`src/rtl/eth_proto_tx.sv`:
```
`default_nettype none
// ============================================================================
//  Module      : eth_proto_tx
//  Description : Protocol frame transmitter. Accepts one packed protocol frame
//                and serialises it MSB-byte-first onto an 8-bit valid/ready
//                stream toward the Ethernet MAC, with optional zero padding up
//                to a minimum length and a fixed idle gap after every frame.
//  Revision    : 1.0 - initial release
// ============================================================================
module eth_proto_tx #(
  parameter int FRM_BYTES  = 28,
  parameter int PAD_BYTES  = 0,
  parameter int IFG_CYCLES = 12
) (
  input  logic                   clk,
  input  logic                   rst_n,
  input  logic [FRM_BYTES*8-1:0] frame_i,
  input  logic                   frame_valid_i,
  output logic                   frame_ready_o,
  output logic [7:0]             mac_data_o,
  output logic                   mac_valid_o,
  input  logic                   mac_ready_i,
  output logic                   tx_done_o,
  output logic                   busy_o
);

  // Total emitted bytes per frame: frame bytes, or the pad minimum if larger.
  localparam int c_tot     = (PAD_BYTES > FRM_BYTES) ? PAD_BYTES : FRM_BYTES;
  localparam bit c_has_pad = (PAD_BYTES > FRM_BYTES);
  localparam int c_w       = FRM_BYTES * 8;
  // Byte counter is wide enough to hold c_tot itself, so it never wraps.
  localparam int c_cw      = $clog2(c_tot + 1);
  localparam int c_gw      = (IFG_CYCLES > 1) ? $clog2(IFG_CYCLES) : 1;

  localparam logic [c_cw-1:0] c_frm_last = c_cw'(FRM_BYTES - 1);
  localparam logic [c_cw-1:0] c_tot_last = c_cw'(c_tot - 1);
  localparam logic [c_gw-1:0] c_gap_last = c_gw'(IFG_CYCLES - 1);

  typedef enum logic [1:0] {
    ST_IDLE = 2'd0,
    ST_SEND = 2'd1,
    ST_PAD  = 2'd2,
    ST_GAP  = 2'd3
  } state_t;

  state_t            r_state;
  state_t            w_next_state;
  logic [c_w-1:0]    r_shift;
  logic [c_cw-1:0]   r_byte_cnt;
  logic [c_gw-1:0]   r_gap_cnt;
  logic              r_done;

  logic              w_accept;
  logic              w_mac_hs;
  logic              w_last_frm;
  logic              w_last_tot;
  logic              w_gap_end;
  logic              w_frame_end;

  // Handshake and terminal-count decodes, all derived from registered state.
  assign w_accept    = frame_valid_i && (r_state == ST_IDLE) && rst_n;
  assign w_mac_hs    = mac_ready_i && ((r_state == ST_SEND) || (r_state == ST_PAD));
  assign w_last_frm  = (r_byte_cnt == c_frm_last);
  assign w_last_tot  = (r_byte_cnt == c_tot_last);
  assign w_gap_end   = (r_gap_cnt == c_gap_last);
  // Last byte of the whole emitted frame (pad included) handed to the MAC.
  assign w_frame_end = w_mac_hs &&
                       (((r_state == ST_SEND) && w_last_frm && !c_has_pad) ||
                        ((r_state == ST_PAD) && w_last_tot));

  // State register; reset aborts any frame in flight.
  always_ff @(posedge clk or negedge rst_n) begin
    if (!rst_n) begin
      r_state <= ST_IDLE;
    end else begin
      r_state <= w_next_state;
    end
  end

  // Next-state decode and stream outputs.
  always_comb begin
    w_next_state  = r_state;
    frame_ready_o = 1'b0;
    mac_valid_o   = 1'b0;
    mac_data_o    = 8'h00;
    busy_o        = 1'b1;
    case (r_state)
      ST_IDLE: begin
        // Ready is gated by reset so every output reads zero while held.
        frame_ready_o = rst_n;
        busy_o        = 1'b0;
        if (w_accept) begin
          w_next_state = ST_SEND;
        end
      end
      ST_SEND: begin
        mac_valid_o = 1'b1;
        mac_data_o  = r_shift[c_w-1 -: 8];
        if (w_mac_hs && w_last_frm) begin
          w_next_state = c_has_pad ? ST_PAD : ST_GAP;
        end
      end
      ST_PAD: begin
        mac_valid_o = 1'b1;
        if (w_mac_hs && w_last_tot) begin
          w_next_state = ST_GAP;
        end
      end
      ST_GAP: begin
        if (w_gap_end) begin
          w_next_state = ST_IDLE;
        end
      end
      default: begin
        w_next_state = ST_IDLE;
        busy_o       = 1'b0;
      end
    endcase
  end

  // Frame shift register and byte counter: load on accept, advance per MAC byte.
  always_ff @(posedge clk or negedge rst_n) begin
    if (!rst_n) begin
      r_shift    <= '0;
      r_byte_cnt <= '0;
    end else if (w_accept) begin
      r_shift    <= frame_i;
      r_byte_cnt <= '0;
    end else if (w_mac_hs) begin
      if (r_state == ST_SEND) begin
        r_shift <= r_shift << 8;
      end
      r_byte_cnt <= r_byte_cnt + 1'b1;
    end
  end

  // Inter-frame gap counter; runs only while in the gap state.
  always_ff @(posedge clk or negedge rst_n) begin
    if (!rst_n) begin
      r_gap_cnt <= '0;
    end else if ((r_state == ST_GAP) && !w_gap_end) begin
      r_gap_cnt <= r_gap_cnt + 1'b1;
    end else begin
      r_gap_cnt <= '0;
    end
  end

  // Completion pulse lands in the first gap cycle.
  always_ff @(posedge clk or negedge rst_n) begin
    if (!rst_n) begin
      r_done <= 1'b0;
    end else begin
      r_done <= w_frame_end;
    end
  end

  assign tx_done_o = r_done;

endmodule
`default_nettype wire

```
`config.mk`:
```
export PLATFORM = sky130hd
export DESIGN_NAME = eth_proto_tx
export DESIGN_NICKNAME = d
export VERILOG_FILES = /design/src/rtl/eth_proto_tx.sv
export SDC_FILE = /design/constraint.sdc
export NUM_CORES = 1
export LEC_CHECK = 0
export BUFFER_PORTS_ARGS = -buffer_cell sky130_fd_sc_hd__buf_2
export CAP_MARGIN = 20
export CELL_PAD_IN_SITES_DETAIL_PLACEMENT = 0
export CELL_PAD_IN_SITES_GLOBAL_PLACEMENT = 1
export CORE_AREA = 2 2 175 177
export DETAILED_ROUTE_END_ITERATION = 8
export DIE_AREA = 0 0 177 179
export PLACE_DENSITY_LB_ADDON = 0.1
export SLEW_MARGIN = 20
export SYNTH_ARGS = -nofsm -noshare
export SYNTH_HDL_FRONTEND = slang
export SYNTH_SLANG_ARGS = --single-unit
```
`constraint.sdc`:
```
create_clock -name clk -period 1.7 [get_ports clk]
set_input_delay 0.085 -clock clk [delete_from_list [all_inputs] [get_ports clk]]
set_output_delay 0.085 -clock clk [all_outputs]
set_load 0.005 [all_outputs]
```
==> run_results.csv, run 1 <==
group,metric,value,unit
grt,grt_pass1_vias,10100,
timing,holdWs,129,ps
synthesis,ys_seq_area_share,55.8,%
placement,portBuffers,239,
power_and_ir_drop,p_seq_share,37.5,%
setup_path,critPathKind,"reg2reg",
synthesis,syn_area,0.0106,sq mm
floorplanning,start_util,35.3,%
placement,dpl-instance-area,0.0125,sq mm
setup_path,startpoint_type,"flip-flop",
synthesis,synth_area_leaders,"dfrtp_1 56%, nand2_1 15%, a31oi_1 13%",
setup_path,crit_chain,"inv_2 > ha_4 > and2_4 > a21o_4 > buf_12 > buf_12 > nor2_1 > a31oi_1",
floorplanning,io_pins,240,
finish,n_antenna_cell,0,
synthesis,yosys_warnings,0,
timing,finalCritPeriodShare,102,%
timing,fmax,575,MHz
synthesis,post-synth-top-area-cell,"dfrtp_1",
clock_network,htree_levels,1,
timing,relSlewSlack,60.2,%
power_and_ir_drop,p_comb_share,37.6,%
synthesis,syn-num-nets,1497,
setup_path,crit_top_cell,"buf_12",
finish,fin_area,0.0166,sq mm
synthesis,synth-main-ff-cell,"dfrtp_1",
synthesis,synthTopCellsByCount,"434 x nand2_1, 236 x dfrtp_1, 227 x nor2_1, 216 x a31oi_1, 45 x buf_2",
synthesis,synth_top_area_share,55.8,%
placement,gp_congestion,0.759,
placement,pre_cts_slack,-31.0,ps
power_and_ir_drop,switching_power,8260,uW
route,dr_wl_met2,17000,um
timing,hold_viol_final,0,
route,vias,10500,
grt,track_usage,20.1,%
grt,grt_max_degree,104,
finish,areaGrowthSynthToFinish,56.3,%
floorplanning,dieArea,0.0317,sq mm
route,wl_met3,1450,um
grt,antenna_found_initial,0,
setup_path,cpPeakStageDelay,390,ps
synthesis,avgSynthCellArea,8.38,sq um
route,vias_per_cell,4.86,
timing,worst_pin_slew,598,ps
synthesis,synthArstFlopShare,100,%
grt,grt_pass1_wl,51400,um
setup_path,cp.arrival,2150,ps
route,drc_errors,0,
timing,final.setup.tns,-279,ps
power_and_ir_drop,p_int,15800,uW
grt,overflow,0,
timing,fin_skew,8.36,ps
synthesis,synth-edff-count,0,
route,highest_layer,"met4",
clock_network,cts_buffer_depth,3,
clock_network,clock_sinks,236,
power_and_ir_drop,power_frac_clock,24.8,%
min_path,hp-class,"in2reg",
route,first_pass_iters,5,
setup_path,cp.required,2120,ps
power_and_ir_drop,ir_drop,0.729,mV
route,postRouteWirelength,35500,um
placement,dpl.hpwl,20100,um
timing,slew_violations,0,
finish,drive_gt1_share,23.6,%
route,antenna_left,0,
clock_network,clock-root-buffer,"clkbuf_16",
timing,setup_viol,26,
timing,setup_ws,-38.3,ps
power_and_ir_drop,power.leakage,0.00760,uW
synthesis,synth_seq_cells,236,
synthesis,synthesis.instances,1263,
route,wl_per_cell,16.4,um
outcome,violations,"setup timing",
setup_path,endpoint_kind,"flip-flop",
clock_network,insertion_delay,550,ps
route,wl_met1,16300,um
clock_network,cts-buffers-inserted,28,
finish,finish.net_count,1980,
floorplanning,fp.coreArea,0.0300,sq mm
floorplanning,die_w,177,um
floorplanning,rows,64,
power_and_ir_drop,cellPowerDensity,1460,mW/mm^2
synthesis,ys_types,29,
finish,final_core_util,55.1,%
job,maxCapViolCount,0,
timing,rsz0062_at_grt,"yes",
floorplanning,die_h,179,um
outcome,outcome,"complete, but fails checks",
setup_path,crit_path_top_delay_cell,"dfrtp_1",
timing,fin_crit,1740,ps
power_and_ir_drop,switching_share,34.3,%
synthesis,synth_most_common_cell,"nand2_1",
route,drtIter0Drc,834,
setup_path,crit_fanout,32,
clock_network,clkTransAtPathRegs,60,ps
clock_network,cts_tree,"done",
path summary, 6_finish.rpt:
kind / start / end / slack, ps / depth (start not counted)
worst min register to register: r_gap_cnt[0] / r_gap_cnt[0] / 460 / 1
max in group asynchronous: rst_n / r_shift[92] / 500 / 4
worst max-delay path: r_state[1] / r_shift[161] / -40 / 8
worst min-delay path: mac_ready_i / r_byte_cnt[0] / 130 / 5
worst max register to register: r_state[1] / r_shift[161] / -40 / 8
min in group asynchronous: rst_n / r_gap_cnt[1] / 170 / 3
power groups by stage:
stage	clock, uW	combinational, uW	sequential [uW]
floorplan	0	5640	8700
global placement	0	7290	9030
detailed placement	0	7370	9060
CTS	6100	8190	8980
global route	6350	10200	9290
finish	5980	9070	9050
kinds of logic after synthesis:
family	share of synthesized area (%)
muxes	0.0945
AOI/OAI and AO/OA	13.9
and+or+nand+nor	24.6
DFF	55.8
buffers and inverters	4.43
xor gates and xnor gates	0.496
adders and majority gates	0.709
per-stage QoR:
stage          power [uW]  instances
3_5_place_dp        16400       1848
4_1_cts             23300       2128
2_1_floorplan       14300       1263
3_3_place_gp        16300       1848
5_1_grt             25800       2162
6_report            24100       2162
sequential cells by signal, indices dropped and copies added, names as in the netlist:
register / flops
r_gap_cnt: 4
tx_done_o: 1
r_shift: 224
r_state: 2
r_byte_cnt: 5
layout by cell type (no fill, tap or decap), drive strengths merged:
cell type,instances
inv,3
bufinv,1
a211o,1
a31oi,216
ha,6
nor2b,1
a21oi,2
mux2i,1
xnor2,2
a22oi,1
dlygate4sd3,226
a211oi,1
nand4,3
nand3,1
buf,312
nand2,437
o21ai,1
a22o,8
dfrtp,236
clkbuf,57
and3,2
a21o,1
or3b,1
clkinv,4
and2,10
nand3b,1
xor2,4
nor2,227
cell type report:
class / instances / area [sq um]
repair buffers: 550 / 4820
flip-flops and latches: 236 / 5910
inverters: 3 / 11.3
clock inverters: 5 / 61.3
well taps: 396 / 495
multi-input cells: 927 / 4410
fillers: 2822 / 13500
clock buffers: 45 / 855
metal layers:
metal  up-vias  global-route usage, %
met5         -                      0
met4         0                   5.48
met3        54                   2.42
met2       269                   33.1
met1      4986                   28.0
li1       5205                      -
critical path, delay by kind of cell (launching register included):
| family | cells | cell delay, ps |
|---|---|---|
| buf+inv | 3 | 430 |
| flops | 1 | 390 |
| fa+ha+maj | 1 | 210 |
| simple gates | 2 | 270 |
| compound gates | 2 | 290 |
repair_timing:
action	4_1_cts	5_1_grt
endpoints found under the hold margin	331	0
buffers inserted	3	16
gates cloned	1	19
setup endpoints to repair	27	228
pin swaps	1	2
hold buffers	226	0
gates resized for setup	21	58
No activity file was read; power rests on OpenSTA's default activity.
==> inputs of run 2 (changes only) <==
- CORE_AREA: 2 2 175 177 -> 2 2 160 162
- DIE_AREA: 0 0 177 179 -> 0 0 162 164
- clock period: 1.7 -> 2.1 ns (I/O delays scaled with it)
==> run 2 against run 1 <==
Against the previous run:
- the run now ends clean
- clock power decreased by 22%
- sequential share of layout area up 2.9 points
- global-route usage up 2.6 points
- sequential power is 19% lower
- non-clock buffer count fell by 54
- flip-flop and latch count did not move
- core utilization rose by 6.6 points
- wire length decreased by 13%
- critical path depth down 2
- maximum frequency down 14%
==> run_results.csv, run 2 (synthesized netlist as in run 1, its figures left out) <==
group,metric,value,unit
setup_path,ff2ff_path_depth,6,
floorplanning,io_pins,240,
grt,antenna_found_initial,1,
route,first_pass_iters,7,
timing,fmax,497,MHz
clock_network,clock-root-buffer,"clkbuf_16",
route,wl_per_cell,15.1,um
timing,hold_viol_final,0,
timing,rsz0062_at_grt,"yes",
timing,setup_viol,0,
clock_network,cts-buffers-inserted,26,
clock_network,clock_sinks,236,
route,antenna_left,0,
placement,dpl.hpwl,18900,um
finish,n_antenna_cell,0,
setup_path,cp.arrival,2460,ps
clock_network,cts_tree,"done",
setup_path,ff2ff_setup_slack,90,ps
route,drc_errors,0,
grt,grt_pass1_vias,9943,
route,drtIter0Drc,791,
floorplanning,rows,58,
min_path,hp-start,"frame_valid_i",
timing,slew_violations,0,
route,vias_per_cell,4.98,
setup_path,startpoint_type,"flip-flop",
job,maxCapViolCount,0,
power_and_ir_drop,power.leakage,0.00708,uW
setup_path,endpoint_kind,"flip-flop",
setup_path,r2r_end,"r_shift[0]",
outcome,outcome,"complete, no violations",
timing,worst_pin_slew,799,ps
min_path,holdPathEnd,"r_state[1]",
power_and_ir_drop,total_power,17800,uW
floorplanning,die_w,162,um
setup_path,crit_fanout,8,
finish,areaGrowthSynthToFinish,44.6,%
grt,track_usage,22.7,%
grt,grt_pass1_wl,49100,um
timing,finalCritPeriodShare,95.8,%
min_path,hp-class,"in2reg",
finish,final_common_cell,"nand2_1",
setup_path,cp.required,2550,ps
finish,fillers,2241,
placement,portBuffers,239,
timing,fin_skew,12.4,ps
finish,finish.net_count,1924,
placement,gp_congestion,0.790,
finish,largest_reg_flops,224,
timing,holdWs,98.4,ps
finish,layout_common_cells,"434 x nand2_1, 238 x buf_2, 236 x dfrtp_1",
floorplanning,die_h,164,um
min_path,hold_depth,4,
clock_network,htree_levels,1,
floorplanning,dieArea,0.0266,sq mm
clock_network,insertion_delay,520,ps
finish,drive_gt1_share,18.5,%
setup_path,r2r-start,"r_state[1]",
finish,top_register,"r_shift",
timing,fin_crit,2010,ps
setup_path,critPathKind,"reg2reg",
finish,largestRegisters,"r_shift: 224 flops, r_byte_cnt: 5 flops, r_gap_cnt: 4 flops",
floorplanning,start_util,42.7,%
grt,overflow,0,
clock_network,clkTransAtPathRegs,60,ps
route,vias,10200,
clock_network,cts_buffer_depth,3,
route,postRouteWirelength,30900,um
timing,relSlewSlack,46.7,%
grt,grt_max_degree,145,
power_and_ir_drop,cellPowerDensity,1160,mW/mm^2
power_and_ir_drop,ir_drop,0.599,mV
floorplanning,fp.coreArea,0.0248,sq mm
[run 2: cell count changes in the layout (fill, tap and decap cells not counted), sizes merged]
cell / delta
a21o: +2
buf: -41
bufinv: +1
clkbuf: -15
clkinv: -1
dlygate4sd3: -1
nand2: -2
[run 2: worst max path at each step]
stage | startpoint | end | slack, ps | depth (start not counted)
floorplan | r_state[0] | r_shift[177] | 210 | 10
global placement | r_state[0] | r_shift[74] | 80 | 7
detailed placement | r_state[1] | r_shift[79] | 50 | 7
CTS | r_state[1] | r_shift[47] | 7 | 7
global route | r_state[1] | r_state[1] | -10 | 7
finish | r_state[1] | r_shift[0] | 90 | 6
[run 2: power by group]
part / leakage [uW] / switching, uW / internal [uW] / total [uW]
sequential: 0.00240 / 991 / 6310 / 7300
combinational: 0.00425 / 3310 / 2500 / 5800
clock: 0.000439 / 1810 / 2870 / 4680
[run 2: critical path, cell delays in order, from the launching register on]
cell and delay [ps]:
dfrtp_1 400, inv_1 110, ha_1 260, and2_4 180, buf_4 160, a21oi_1 590, a22o_1 240
[run 2: layout make-up]
cell class	instances	area, sq um	share of cell area, %
Sequential cell	236	5910	38.6
Clock buffer	42	812	5.30
Multi-Input combinational cell	927	4260	27.8
Clock inverter	5	75.1	0.490
Timing Repair Buffer	496	3830	25.0
Inverter	3	11.3	0.0735
Tap cell	330	413	2.70
[run 2: timing repair]
action | 4_1_cts | 5_1_grt
buffers inserted | 0 | 1
setup endpoints to repair | 0 | 200
hold endpoints to repair | 258 | 0
hold buffers | 225 | 0
gates resized for setup | 0 | 4
[run 2: per-stage QoR]
stage,setup slack (ps),cell area (sq um),instances,TNS (ps),utilization [%]
2_1_floorplan,215,10600,1263,0,-
3_3_place_gp,81.8,12100,1764,0,48.9
3_5_place_dp,49.5,12100,1764,0,48.9
4_1_cts,6.97,15300,2036,0,61.5
5_1_grt,-11.7,15300,2039,-11.7,61.7
6_report,88.3,15300,2039,0,61.7
[run 2: layer usage]
metal | part of all wire, % | vias to the layer above | GRT usage, %
li1 | - | 5065 | -
met1 | 46 | 4757 | 31.6
met2 | 47 | 285 | 37.7
met3 | 5.0 | 44 | 3.26
met4 | 2.0 | 2 | 5.75
met5 | 0.042 | - | 0
==> inputs of run 3 (changes only) <==
- MAX_ROUTING_LAYER: default -> met4
==> run 3 against run 2 <==
Against the previous run:
- clock skew is 0.74 ps higher
- critical endpoint unchanged
- critical path type unchanged
- global-route usage is 0.66 points higher
- clock-buffer cell count stayed put
- via count hardly changed
- maximum frequency is 0.55% lower
- flip-flop and latch count stayed put
- clock power hardly changed
==> run_results.csv, run 3 (synthesized netlist as in run 1, its figures left out) <==
group,metric,value,unit
clock_network,insertion_delay,520,ps
route,first_pass_iters,6,
route,wl_per_cell,15.1,um
timing,worst_pin_slew,875,ps
setup_path,critPathKind,"reg2reg",
timing,fin_skew,13.2,ps
floorplanning,die_w,162,um
setup_path,endpoint_kind,"flip-flop",
timing,setup_viol,0,
placement,portBuffers,239,
grt,grt_max_degree,145,
clock_network,clock-root-buffer,"clkbuf_16",
finish,final_common_cell,"nand2_1",
route,drc_errors,0,
timing,fmax,494,MHz
setup_path,critPathBufInv,2,
power_and_ir_drop,cellPowerDensity,1160,mW/mm^2
clock_network,cts_tree,"done",
outcome,outcome,"complete, no violations",
floorplanning,rows,58,
grt,grt_pass1_wl,49100,um
setup_path,cpPeakStageDelay,610,ps
placement,pre_cts_slack,49.5,ps
route,vias_per_cell,4.97,
setup_path,crit_fanout,8,
setup_path,ff2ff_setup_slack,80,ps
route,postRouteWirelength,30900,um
finish,multi_input_area,0.00426,sq mm
job,maxCapViolCount,0,
power_and_ir_drop,total_power,17800,uW
setup_path,cp-endpoint,"r_shift[0]",
grt,grt_pass1_vias,9948,
timing,fin_crit,2020,ps
timing,hold_viol_final,0,
finish,ff_latch_area,0.00591,sq mm
clock_network,clkTransAtPathRegs,60,ps
grt,track_usage,23.4,%
setup_path,crit_start,"r_state[1]",
setup_path,startpoint_type,"flip-flop",
finish,largestRegisters,"r_shift: 224 flops, r_byte_cnt: 5 flops, r_gap_cnt: 4 flops",
clock_network,cts_buffer_depth,3,
setup_path,r2r_end,"r_shift[0]",
timing,rsz0062_at_grt,"yes",
setup_path,cp.arrival,2470,ps
finish,layout_common_cells,"434 x nand2_1, 238 x buf_2, 236 x dfrtp_1",
setup_path,crit_family,"compound AO/OA/AOI/OAI gates",
power_and_ir_drop,ir_drop,0.598,mV
setup_path,ff2ff_path_depth,6,
clock_network,cts-buffers-inserted,26,
setup_path,r2r-start,"r_state[1]",
setup_path,cp.required,2550,ps
setup_path,crit_path_top_delay_cell,"a21oi_1",
finish,fillers,2246,
finish,largest_reg_flops,224,
floorplanning,dieArea,0.0266,sq mm
floorplanning,die_h,164,um
finish,areaGrowthSynthToFinish,44.6,%
floorplanning,start_util,42.7,%
finish,top_register,"r_shift",
grt,overflow,0,
timing,slew_violations,0,
timing,relSlewSlack,41.6,%
clock_network,clock_sinks,236,
setup_path,crit_chain,"inv_1 > ha_1 > and2_4 > buf_4 > a21oi_1 > a22o_1",
timing,setup_ws,77.2,ps
route,drtIter0Drc,849,
finish,finish.net_count,1924,
timing,finalCritPeriodShare,96.3,%
clock_network,htree_levels,1,
placement,gp_congestion,0.801,
min_path,hp-class,"in2reg",
power_and_ir_drop,power.leakage,0.00708,uW
setup_path,cp_num_cells,6,
route,vias,10100,
route,antenna_left,0,
floorplanning,fp.coreArea,0.0248,sq mm
placement,dpl.hpwl,18900,um
grt,antenna_found_initial,1,
finish,drive_gt1_share,18.5,%
floorplanning,io_pins,240,
run 3: worst register-to-register path, stage by stage (launching register included):
cell and delay, ps:
dfrtp_1 400, inv_1 110, ha_1 260, and2_4 170, buf_4 160, a21oi_1 610, a22o_1 240
run 3: per-stage QoR:
step	hold WS (ps)	cells	setup TNS [ps]	area, sq um	util, %
3_3_place_gp	190	1764	0	12100	48.9
6_report	100	2040	0	15300	61.7
3_5_place_dp	192	1764	0	12100	48.9
4_1_cts	71.9	2036	0	15300	61.5
5_1_grt	177	2040	-10.6	15300	61.7
2_1_floorplan	-191	1263	0	10600	-
run 3: power breakdown:
group          switching (uW)  internal [uW]  total [uW]
clock                    1820           2870        4700
combinational            3310           2500        5810
sequential               1000           6310        7310
run 3: how the worst min path moves through the flow:
stage	startpoint	endpoint	slack [ps]	cells past startpoint
after CTS	frame_valid_i	r_state[1]	70	4
after detailed placement	rst_n	r_gap_cnt[1]	190	2
after floorplan	rst_n	r_byte_cnt[0]	-190	0
after global routing	frame_valid_i	r_state[1]	180	4
after global placement	rst_n	r_gap_cnt[3]	190	2
final	frame_valid_i	r_state[1]	100	4
run 3: final cells by class:
cell class	count	share of cell area, %
sequential	236	38.6
multi-input combinational	927	27.8
timing repair buffer	496	25.0
clock buffer	42	5.30
tap	330	2.70
clock inverter	5	0.490
inverter	3	0.0735
antenna	1	0.0163
run 3: layer usage:
layer	GRT usage (%)	up-vias	routed length (um)
li1	-	5064	-
met1	31.6	4755	14200
met2	37.7	282	14600
met3	3.03	46	1510
met4	5.75	0	641
met5	-	-	0
run 3: what timing repair did:
item                                   in CTS  in global routing
buffers inserted                            0                  1
hold buffers                              225                  0
gates resized for setup                     0                  4
setup endpoints to repair                   0                200
endpoints found under the hold margin     258                  0
